### src/rtl/demortl_dma_chunk_ctrl.sv
// demortl_dma_chunk_ctrl: chunked DMA copy sequencer (read chunk to buffer, write it back).
// Optional status on debug when DEMORTL_DMA_DEBUG_EN is defined.
module demortl_dma_chunk_ctrl #(
   parameter int CHUNK_WORDS = 16
) (
   input  logic        clk,
   input  logic        rst,
   input  logic [31:0] conf_info_tx_size,
   input  logic [31:0] conf_info_rx_size,
   input  logic        conf_done,
   output logic        dma_read_ctrl_valid,
   input  logic        dma_read_ctrl_ready,
   output logic [31:0] dma_read_ctrl_data_index,
   output logic [31:0] dma_read_ctrl_data_length,
   output logic [2:0]  dma_read_ctrl_data_size,
   input  logic        dma_read_chnl_valid,
   input  logic [31:0] dma_read_chnl_data,
   output logic        dma_read_chnl_ready,
   output logic        dma_write_ctrl_valid,
   input  logic        dma_write_ctrl_ready,
   output logic [31:0] dma_write_ctrl_data_index,
   output logic [31:0] dma_write_ctrl_data_length,
   output logic [2:0]  dma_write_ctrl_data_size,
   output logic        dma_write_chnl_valid,
   output logic [31:0] dma_write_chnl_data,
   input  logic        dma_write_chnl_ready,
   output logic        acc_done,
   output logic [31:0] debug
);
   localparam int CW = $clog2(CHUNK_WORDS) + 1;
   localparam logic [31:0] CHUNK = 32'(CHUNK_WORDS);
   typedef enum logic [2:0] {
      IDLE = 3'd0, RD_REQ = 3'd1, RD_DATA = 3'd2, WR_REQ = 3'd3, WR_DATA = 3'd4, DONE = 3'd5
   } state_t;
   state_t state_q, state_d;
   logic [31:0] rem_q, dst_q, src_q, rem_nxt, len_src;
   logic [CW-1:0] len_q, len_d, rx_cnt_q, tx_cnt_q;
   logic [31:0] mem_q [CHUNK_WORDS];
   logic acc_done_q, start, rd_beat, wr_beat, wr_last;
   assign start   = state_q == IDLE && conf_done;
   assign rd_beat = state_q == RD_DATA && rx_cnt_q != len_q && dma_read_chnl_valid;
   assign wr_beat = state_q == WR_DATA && dma_write_chnl_ready;
   assign wr_last = wr_beat && tx_cnt_q == len_q - CW'(1);
   assign rem_nxt = rem_q - 32'(len_q);
   // next chunk length comes from the fresh size on start, else from what remains after this chunk
   assign len_src = start ? conf_info_tx_size : rem_nxt;
   assign len_d   = len_src >= CHUNK ? CHUNK[CW-1:0] : len_src[CW-1:0];
   always_ff @(posedge clk or posedge rst)
      if (rst) state_q <= IDLE;
      else     state_q <= state_d;
   always_comb begin
      state_d = state_q;
      unique case (state_q)
         IDLE:    if (conf_done) state_d = conf_info_tx_size == 32'd0 ? DONE : RD_REQ;
         RD_REQ:  if (dma_read_ctrl_ready) state_d = RD_DATA;
         RD_DATA: if (rx_cnt_q == len_q) state_d = WR_REQ;
         WR_REQ:  if (dma_write_ctrl_ready) state_d = WR_DATA;
         WR_DATA: if (wr_last) state_d = rem_nxt == 32'd0 ? DONE : RD_REQ;
         DONE:    state_d = IDLE;
         default: state_d = IDLE;
      endcase
   end
   always_comb begin
      dma_read_ctrl_valid        = state_q == RD_REQ;
      dma_read_ctrl_data_index   = src_q;
      dma_read_ctrl_data_length  = 32'(len_q);
      dma_read_ctrl_data_size    = 3'b010;
      dma_read_chnl_ready        = state_q == RD_DATA && rx_cnt_q != len_q;
      dma_write_ctrl_valid       = state_q == WR_REQ;
      dma_write_ctrl_data_index  = dst_q + src_q;
      dma_write_ctrl_data_length = 32'(len_q);
      dma_write_ctrl_data_size   = 3'b010;
      dma_write_chnl_valid       = state_q == WR_DATA;
      dma_write_chnl_data        = state_q == WR_DATA ? mem_q[tx_cnt_q[CW-2:0]] : 32'd0;
      acc_done                   = acc_done_q;
   end
   always_ff @(posedge clk or posedge rst)
      if (rst) begin
         rem_q      <= '0;
         dst_q      <= '0;
         src_q      <= '0;
         len_q      <= '0;
         rx_cnt_q   <= '0;
         tx_cnt_q   <= '0;
         acc_done_q <= 1'b0;
      end else begin
         acc_done_q <= state_q == DONE;
         if (start) begin
            rem_q <= conf_info_tx_size;
            dst_q <= conf_info_rx_size;
            src_q <= '0;
         end
         if (state_d == RD_REQ && state_q != RD_REQ) len_q <= len_d;
         if (rd_beat) rx_cnt_q <= rx_cnt_q + CW'(1);
         if (wr_beat) tx_cnt_q <= tx_cnt_q + CW'(1);
         if (wr_last) begin
            rem_q    <= rem_nxt;
            src_q    <= src_q + 32'(len_q);
            rx_cnt_q <= '0;
            tx_cnt_q <= '0;
         end
      end
   always_ff @(posedge clk)
      if (rd_beat) mem_q[rx_cnt_q[CW-2:0]] <= dma_read_chnl_data;
`ifdef DEMORTL_DMA_DEBUG_EN
   logic [15:0] chunks_q;
   always_ff @(posedge clk or posedge rst)
      if (rst)          chunks_q <= '0;
      else if (start)   chunks_q <= '0;
      else if (wr_last) chunks_q <= chunks_q + 16'd1;
   assign debug = {chunks_q, 8'd0, 5'd0, 3'(state_q)};
`else
   assign debug = 32'd0;
`endif
endmodule

### config.mk
export PLATFORM = sky130hd
export DESIGN_NAME = demortl_dma_chunk_ctrl
export DESIGN_NICKNAME = d
export VERILOG_FILES = /design/src/rtl/demortl_dma_chunk_ctrl.sv
export SDC_FILE = /design/constraint.sdc
export NUM_CORES = 1
export LEC_CHECK = 0
export ABC_AREA = 1
export CELL_PAD_IN_SITES_DETAIL_PLACEMENT = 1
export CELL_PAD_IN_SITES_GLOBAL_PLACEMENT = 1
export CORE_MARGIN = 5
export CORE_UTILIZATION = 35
export CTS_CLUSTER_DIAMETER = 200
export DETAILED_ROUTE_END_ITERATION = 10
export HOLD_SLACK_MARGIN = 0.1
export MAX_ROUTING_LAYER = met4
export PLACE_DENSITY_LB_ADDON = 0.15
export SYNTH_ARGS = -nofsm -noshare
export SYNTH_HDL_FRONTEND = slang
export SYNTH_SLANG_ARGS = --single-unit
### constraint.sdc
create_clock -name clk -period 6.2 [get_ports clk]
set_input_delay 1.55 -clock clk [delete_from_list [all_inputs] [get_ports clk]]
set_output_delay 1.55 -clock clk [all_outputs]
set_load 0.01 [all_outputs]
==> results.sh, run 1 <==
export IMPL_outcome="completed"
export IMPL_clockBufferDepth=3
export IMPL_final_cells=4024
export IMPL_skew_ns=0.03039
export IMPL_grt_max_degree=107
export IMPL_synth_cells=2688
export IMPL_period_share_pct=90.50
export IMPL_post_place_ws_ns=1.225
export IMPL_critPathRequiredTime_ns=4.65
export IMPL_maxCapViolCount=0
export IMPL_cts_root_buf="clkbuf_16"
export IMPL_wire_per_inst_microns=23.04
export IMPL_synth_area_leader_cell="edfxtp_1"
export IMPL_wl_microns=92700
export IMPL_h_tree_depth=3
export IMPL_fin_ws_ns=0.5891
export IMPL_netlist_top_cells_area="edfxtp_1 (52%), dfrtp_1 (9.8%), nand2_1 (5.5%)"
export IMPL_ios=306
export IMPL_fp_coreArea_sq_um=83420
export IMPL_max_slew_margin_pct=25.52
export IMPL_area_growth_pct=18.35
export IMPL_cts_hold_fix_buffers=0
export IMPL_hold_path_class="flop to flop"
export IMPL_ys_seq_area_share_pct=62.16
export IMPL_async_flop_share_pct=18.34
export IMPL_cts_setup_buffers=0
export IMPL_initial_utilization_pct=35.20
export IMPL_cp_cell_sequence="inv_6 -> buf_4 -> nor2_1 -> o32ai_1 -> nand2_1 -> a31oi_1 -> clkdlybuf4s50_1"
export IMPL_slowest_delay_ns=0.75
export IMPL_cts_resized=0
export IMPL_io_buffers=213
export IMPL_dieArea_sq_um=89780
export IMPL_final_antenna_net_count=0
export IMPL_syn_avg_cell_area_sq_um=10.92
export IMPL_die_w_microns=299.6
export IMPL_grt_overflow=0
export IMPL_mappedNetlistArea_sq_um=29360
export IMPL_via_per_inst=5.304
export IMPL_netlist_area_leader_share_pct=52.36
export IMPL_report_final_slew_viol_count=0
export IMPL_dp_cells=3889
export IMPL_num_rows=106
export IMPL_gp_congestion=0.8798
export IMPL_setup_violations=0
export IMPL_routed_via_count=21340
export IMPL_fmax_ghz=0.1782
export IMPL_drive_above_1_share_pct=7.650
export IMPL_hold_violations=0
export IMPL_worst_pin_slew_ns=1.115
export IMPL_critPathSlowestCell="inv_6"
export IMPL_post_dp_hpwl_microns=58830
export IMPL_min_period_ns=5.611
export IMPL_crit_fanout=106
export IMPL_powerDensity_nw_per_um2=414.7
export IMPL_clk_pin_slew_ns=0.07
export IMPL_leakagePower_uw=0.01263
export IMPL_clock_sinks=627
export IMPL_cp_arrival_ns=4.06
export IMPL_critPathLaunchType="flop"
export IMPL_setup_tns_ns=0
export IMPL_synth_top_flop_cell="edfxtp_1"
export IMPL_clock_latency_ns=0.62
export IMPL_grt_total_usage_pct=20.73
export IMPL_layout_nets=3037
export IMPL_crit_path_end_kind="output port"
export IMPL_critical_path_class="flop to output port"
export IMPL_yosysWarnings=0
export IMPL_cts_buffers=73
export IMPL_synth_seq_cells=627
export IMPL_ir_drop_mv=0.2460
export IMPL_drc_errors=0
export IMPL_drt_iter0_markers=1023
export IMPL_placement_cell_area_sq_um=32410
export IMPL_final_area_sq_um=34750
export IMPL_grt_pass1_vias=22840
export IMPL_antenna_found_initial=3
export IMPL_cts_tree="built"
export IMPL_ys_types=57
export IMPL_rsz0062_at_grt="false"
export IMPL_synth_edff_count=512
export IMPL_grt_pass1_wl_microns=140200
export IMPL_drt_pre_antenna_iters=5
export IMPL_die_h_microns=299.6
[cell families after synthesis]
group                      Yosys count  share of synthesized area, %
muxes                               55                         1.875
and+or+nand+nor                   1027                         14.74
xor gates and xnor gates            58                         1.807
other                                2                       0.02558
DFF                                627                         62.16
AOI/OAI and AO/OA                  498                         11.05
adders and majority gates           50                         2.207
buffers and inverters              371                         6.132
[where the power goes]
group	switching [uW]	leakage (uW)	internal (uW)
clock	1790	0.00114	2460
sequential	421	0.00608	4920
combinational	3170	0.00541	1640
[layer usage]
layer,global-route usage (%),routed length (microns),vias to the layer above
met4,5.663,2275,0
met3,2.970,3801,151
met1,26.80,41340,10950
met5,-,0,-
li1,-,-,9804
met2,34.51,45280,440
[cells in the final DEF, fill, tap and decap left out, drive strengths merged, types with 86 or more instances in the layout]
cell           synthesis  routed
nand3                 86      86
conb                   2      92
nor2                 428     428
nand2                442     442
edfxtp               512     512
clkbuf                93      88
dfrtp                115     115
inv                  150     155
o21ai                195     195
clkdlybuf4s50          0     213
[flip-flops by register name, indices dropped and copies added (netlist names)]
register / count
acc_done: 1
dst_q: 32
len_q: 5
dma_read_ctrl_data_index: 32
rx_cnt_q: 5
tx_cnt_q: 5
rem_q: 32
mem_q: 512
state_q: 3
[critical path, delay by kind of cell, from the launching register on]
| kind | cells | cell delay, ns |
|---|---|---|
| simple gates | 2 | 0.17 |
| flops | 1 | 0.70 |
| compound gates | 2 | 0.63 |
| buf+inv | 3 | 1.85 |
[through the flow]
step	utilization [%]	power, uW	hold slack [ns]
after floorplan	-	8588	0.4528
after detailed placement	38.85	10270	0.4704
after CTS	41.65	14600	0.4894
final	41.66	14410	0.4842
after global routing	41.66	15280	0.5110
after global placement	38.85	10100	0.4670
[final cells by class]
| type | instances | area, sq um |
|---|---|---|
| multi-input cells | 1780 | 9787 |
| repair buffers | 249 | 2427 |
| clock inverters | 44 | 421.7 |
| fillers | 9025 | 48670 |
| flip-flops and latches | 627 | 18260 |
| clock buffers | 88 | 1913 |
| diodes | 3 | 7.507 |
| inverters | 153 | 581.8 |
| well taps | 1080 | 1351 |
[synth_stat cells, drive strengths merged, types with 20 or more instances]
cell    count
xnor2      20
mux2i      55
dfrtp     115
a21oi      62
a31oi      38
o32ai      78
nand2     442
xor2       38
inv       150
o211ai     23
nand3      86
edfxtp    512
nor2      428
ha         47
nand4      20
clkbuf     93
o21ai     195
nor3       26
buf       125
o221ai     69
[final timing paths]
check                                        startpoint                                        to  slack [ns]  cells after the start
min in group asynchronous                           rst                     dst_q[29]$_DFFE_PP0P_        1.36                      2
worst max register to register     len_q[1]$_DFFE_PP0P_  dma_read_ctrl_data_index[22]$_DFFE_PP0P_        2.45                     12
max in group asynchronous                           rst                     dst_q[25]$_DFFE_PP0P_        3.78                      3
worst min-delay path              dst_q[26]$_DFFE_PP0P_                     dst_q[26]$_DFFE_PP0P_        0.48                      2
worst max-delay path            tx_cnt_q[0]$_DFFE_PP0P_                   dma_write_chnl_data[12]        0.59                      7
worst min register to register    dst_q[26]$_DFFE_PP0P_                     dst_q[26]$_DFFE_PP0P_        0.48                      2
Power figures use the tool's default switching activity.
==> inputs of run 2 (changes only) <==
clock period = 5.42 ns   (was 6.2 ns; I/O delays follow)
==> results.sh, run 2 (same netlist as run 1, synthesis figures left out) <==
export IMPL_crit_path_end_kind="output port"
export IMPL_clock_latency_ns=0.64
export IMPL_cts_tree="built"
export IMPL_die_h_microns=299.6
export IMPL_crit_fanout=4
export IMPL_outcome="completed"
export IMPL_wire_per_inst_microns=22.86
export IMPL_final_core_util_pct=41.85
export IMPL_routed_via_count=21220
export IMPL_reg2reg_slack_ns=1.96
export IMPL_report_final_slew_viol_count=0
export IMPL_critPathRequiredTime_ns=4.07
export IMPL_fin_ws_ns=0.2034
export IMPL_ios=306
export IMPL_critPathLaunchType="flop"
export IMPL_h_tree_depth=3
export IMPL_hold_violations=0
export IMPL_antenna_found_initial=5
export IMPL_drc_errors=0
export IMPL_r2r_end="mem_q[14][5]$_DFFE_PP_"
export IMPL_setup_violations=0
export IMPL_leakagePower_uw=0.01271
export IMPL_clockBufferDepth=3
export IMPL_ir_drop_mv=0.4512
export IMPL_wl_microns=92330
export IMPL_holdPathEnd="rx_cnt_q[4]$_DFFE_PP0P_"
export IMPL_post_dp_hpwl_microns=58300
export IMPL_fmax_ghz=0.1917
export IMPL_layout_common_cells="edfxtp_1 (512), nand2_1 (427), nor2_1 (392)"
export IMPL_hold_path_class="flop to flop"
export IMPL_worstReg2RegStart="len_q[1]$_DFFE_PP0P_"
export IMPL_dieArea_sq_um=89780
export IMPL_regArea_sq_um=18260
export IMPL_critical_path_class="flop to output port"
export IMPL_dp_cells=3900
export IMPL_grt_max_degree=125
export IMPL_maxCapViolCount=0
export IMPL_worst_pin_slew_ns=0.9938
export IMPL_final_common_cell="edfxtp_1"
export IMPL_drt_iter0_markers=1350
export IMPL_grt_overflow=0
export IMPL_drive_above_1_share_pct=7.856
export IMPL_skew_ns=0.04746
export IMPL_cts_setup_buffers=0
export IMPL_cp_arrival_ns=3.86
export IMPL_hold_path_cell_count=1
export IMPL_num_rows=106
export IMPL_area_growth_pct=18.91
export IMPL_largest_reg_flops=512
export IMPL_cts_hold_fix_buffers=0
export IMPL_layout_nets=3049
export IMPL_grt_pass1_wl_microns=139000
export IMPL_clock_sinks=627
export IMPL_setup_tns_ns=0
export IMPL_fillCellCount=9036
export IMPL_drt_pre_antenna_iters=5
export IMPL_initial_utilization_pct=35.20
export IMPL_hp_start="rx_cnt_q[4]$_DFFE_PP0P_"
export IMPL_io_buffers=213
export IMPL_rsz0062_at_grt="true"
export IMPL_die_w_microns=299.6
export IMPL_final_cells=4038
export IMPL_cts_buffers=74
export IMPL_worst_hold_slack_ns=0.4816
export IMPL_final_antenna_net_count=0
export IMPL_multi_input_area_sq_um=9787
export IMPL_grt_pass1_vias=22430
export IMPL_via_per_inst=5.254
export IMPL_fp_coreArea_sq_um=83420
export IMPL_ff2ff_path_depth=9
export IMPL_clk_pin_slew_ns=0.05
export IMPL_post_place_ws_ns=0.7433
export IMPL_crit_start="dma_read_ctrl_data_index[0]$_DFFE_PP0P_"
export IMPL_min_period_ns=5.217
export IMPL_grt_total_usage_pct=20.58
export IMPL_gp_congestion=0.8922
export IMPL_period_share_pct=96.25
export IMPL_cts_root_buf="clkbuf_16"
export IMPL_powerDensity_nw_per_um2=472.1
export IMPL_max_slew_margin_pct=33.53
==> run 2: how the worst max path moves through the flow <==
stage | end | slack (ns) | cells after the start
2_1_floorplan | acc_done$_DFF_PP0_ | 1.02 | 1
3_5_place_dp | dma_write_ctrl_data_index[30] | 0.74 | 12
3_3_place_gp | dma_write_ctrl_data_index[30] | 0.82 | 12
4_1_cts | dma_write_ctrl_data_index[30] | 0.07 | 11
5_1_grt | dma_write_ctrl_data_index[30] | -0.06 | 11
6_report | dma_write_ctrl_data_index[30] | 0.20 | 12
==> run 2: critical path, cell delays in order, from the launching register on <==
cell and delay, ns:
dfrtp_1 0.41, ha_1 0.21, inv_1 0.06, fa_1 0.42
o21ai_2 0.28, a21boi_0 0.22, o21ai_1 0.25, a31oi_1 0.17
o21ai_2 0.29, nand3_1 0.12, nand2_1 0.11, xor2_1 0.16
clkdlybuf4s50_1 0.56
==> run 2: through the flow <==
step	total power (uW)	instance area (sq um)
after detailed placement	11830	32580
final	16480	34910
after global routing	17510	34910
after CTS	16720	34900
after floorplan	9824	29700
after global placement	11670	32580
==> run 2: where the power goes <==
part / leakage [uW] / internal, uW / total, uW / switching (uW)
logic: 0.00550 / 1940 / 5610 / 3670
registers: 0.00608 / 5630 / 6080 / 451
clock network: 0.00113 / 2720 / 4790 / 2080
==> run 2: repair_timing <==
item | in CTS | in global routing
resized for setup | 0 | 2
setup endpoints to repair | 0 | 4
hold endpoints to repair | 0 | 0
==> run 2: cell type report <==
class | count | area share (%)
multi-input cells | 1780 | 28.03
diodes | 5 | 0.03584
clock inverters | 41 | 1.097
flip-flops and latches | 627 | 52.30
inverters | 153 | 1.666
repair buffers | 260 | 7.440
clock buffers | 92 | 5.555
well taps | 1080 | 3.870
==> run 2: routing by layer <==
layer / vias to the layer above / wire length [microns] / GRT usage, % / part of all wire, %
li1: 9825 / - / - / -
met1: 10820 / 40840 / 26.21 / 44
met2: 426 / 45210 / 34.49 / 49
met3: 150 / 3974 / 3.194 / 4.3
met4: 0 / 2303 / 5.641 / 2.5
met5: - / 0 / - / 0
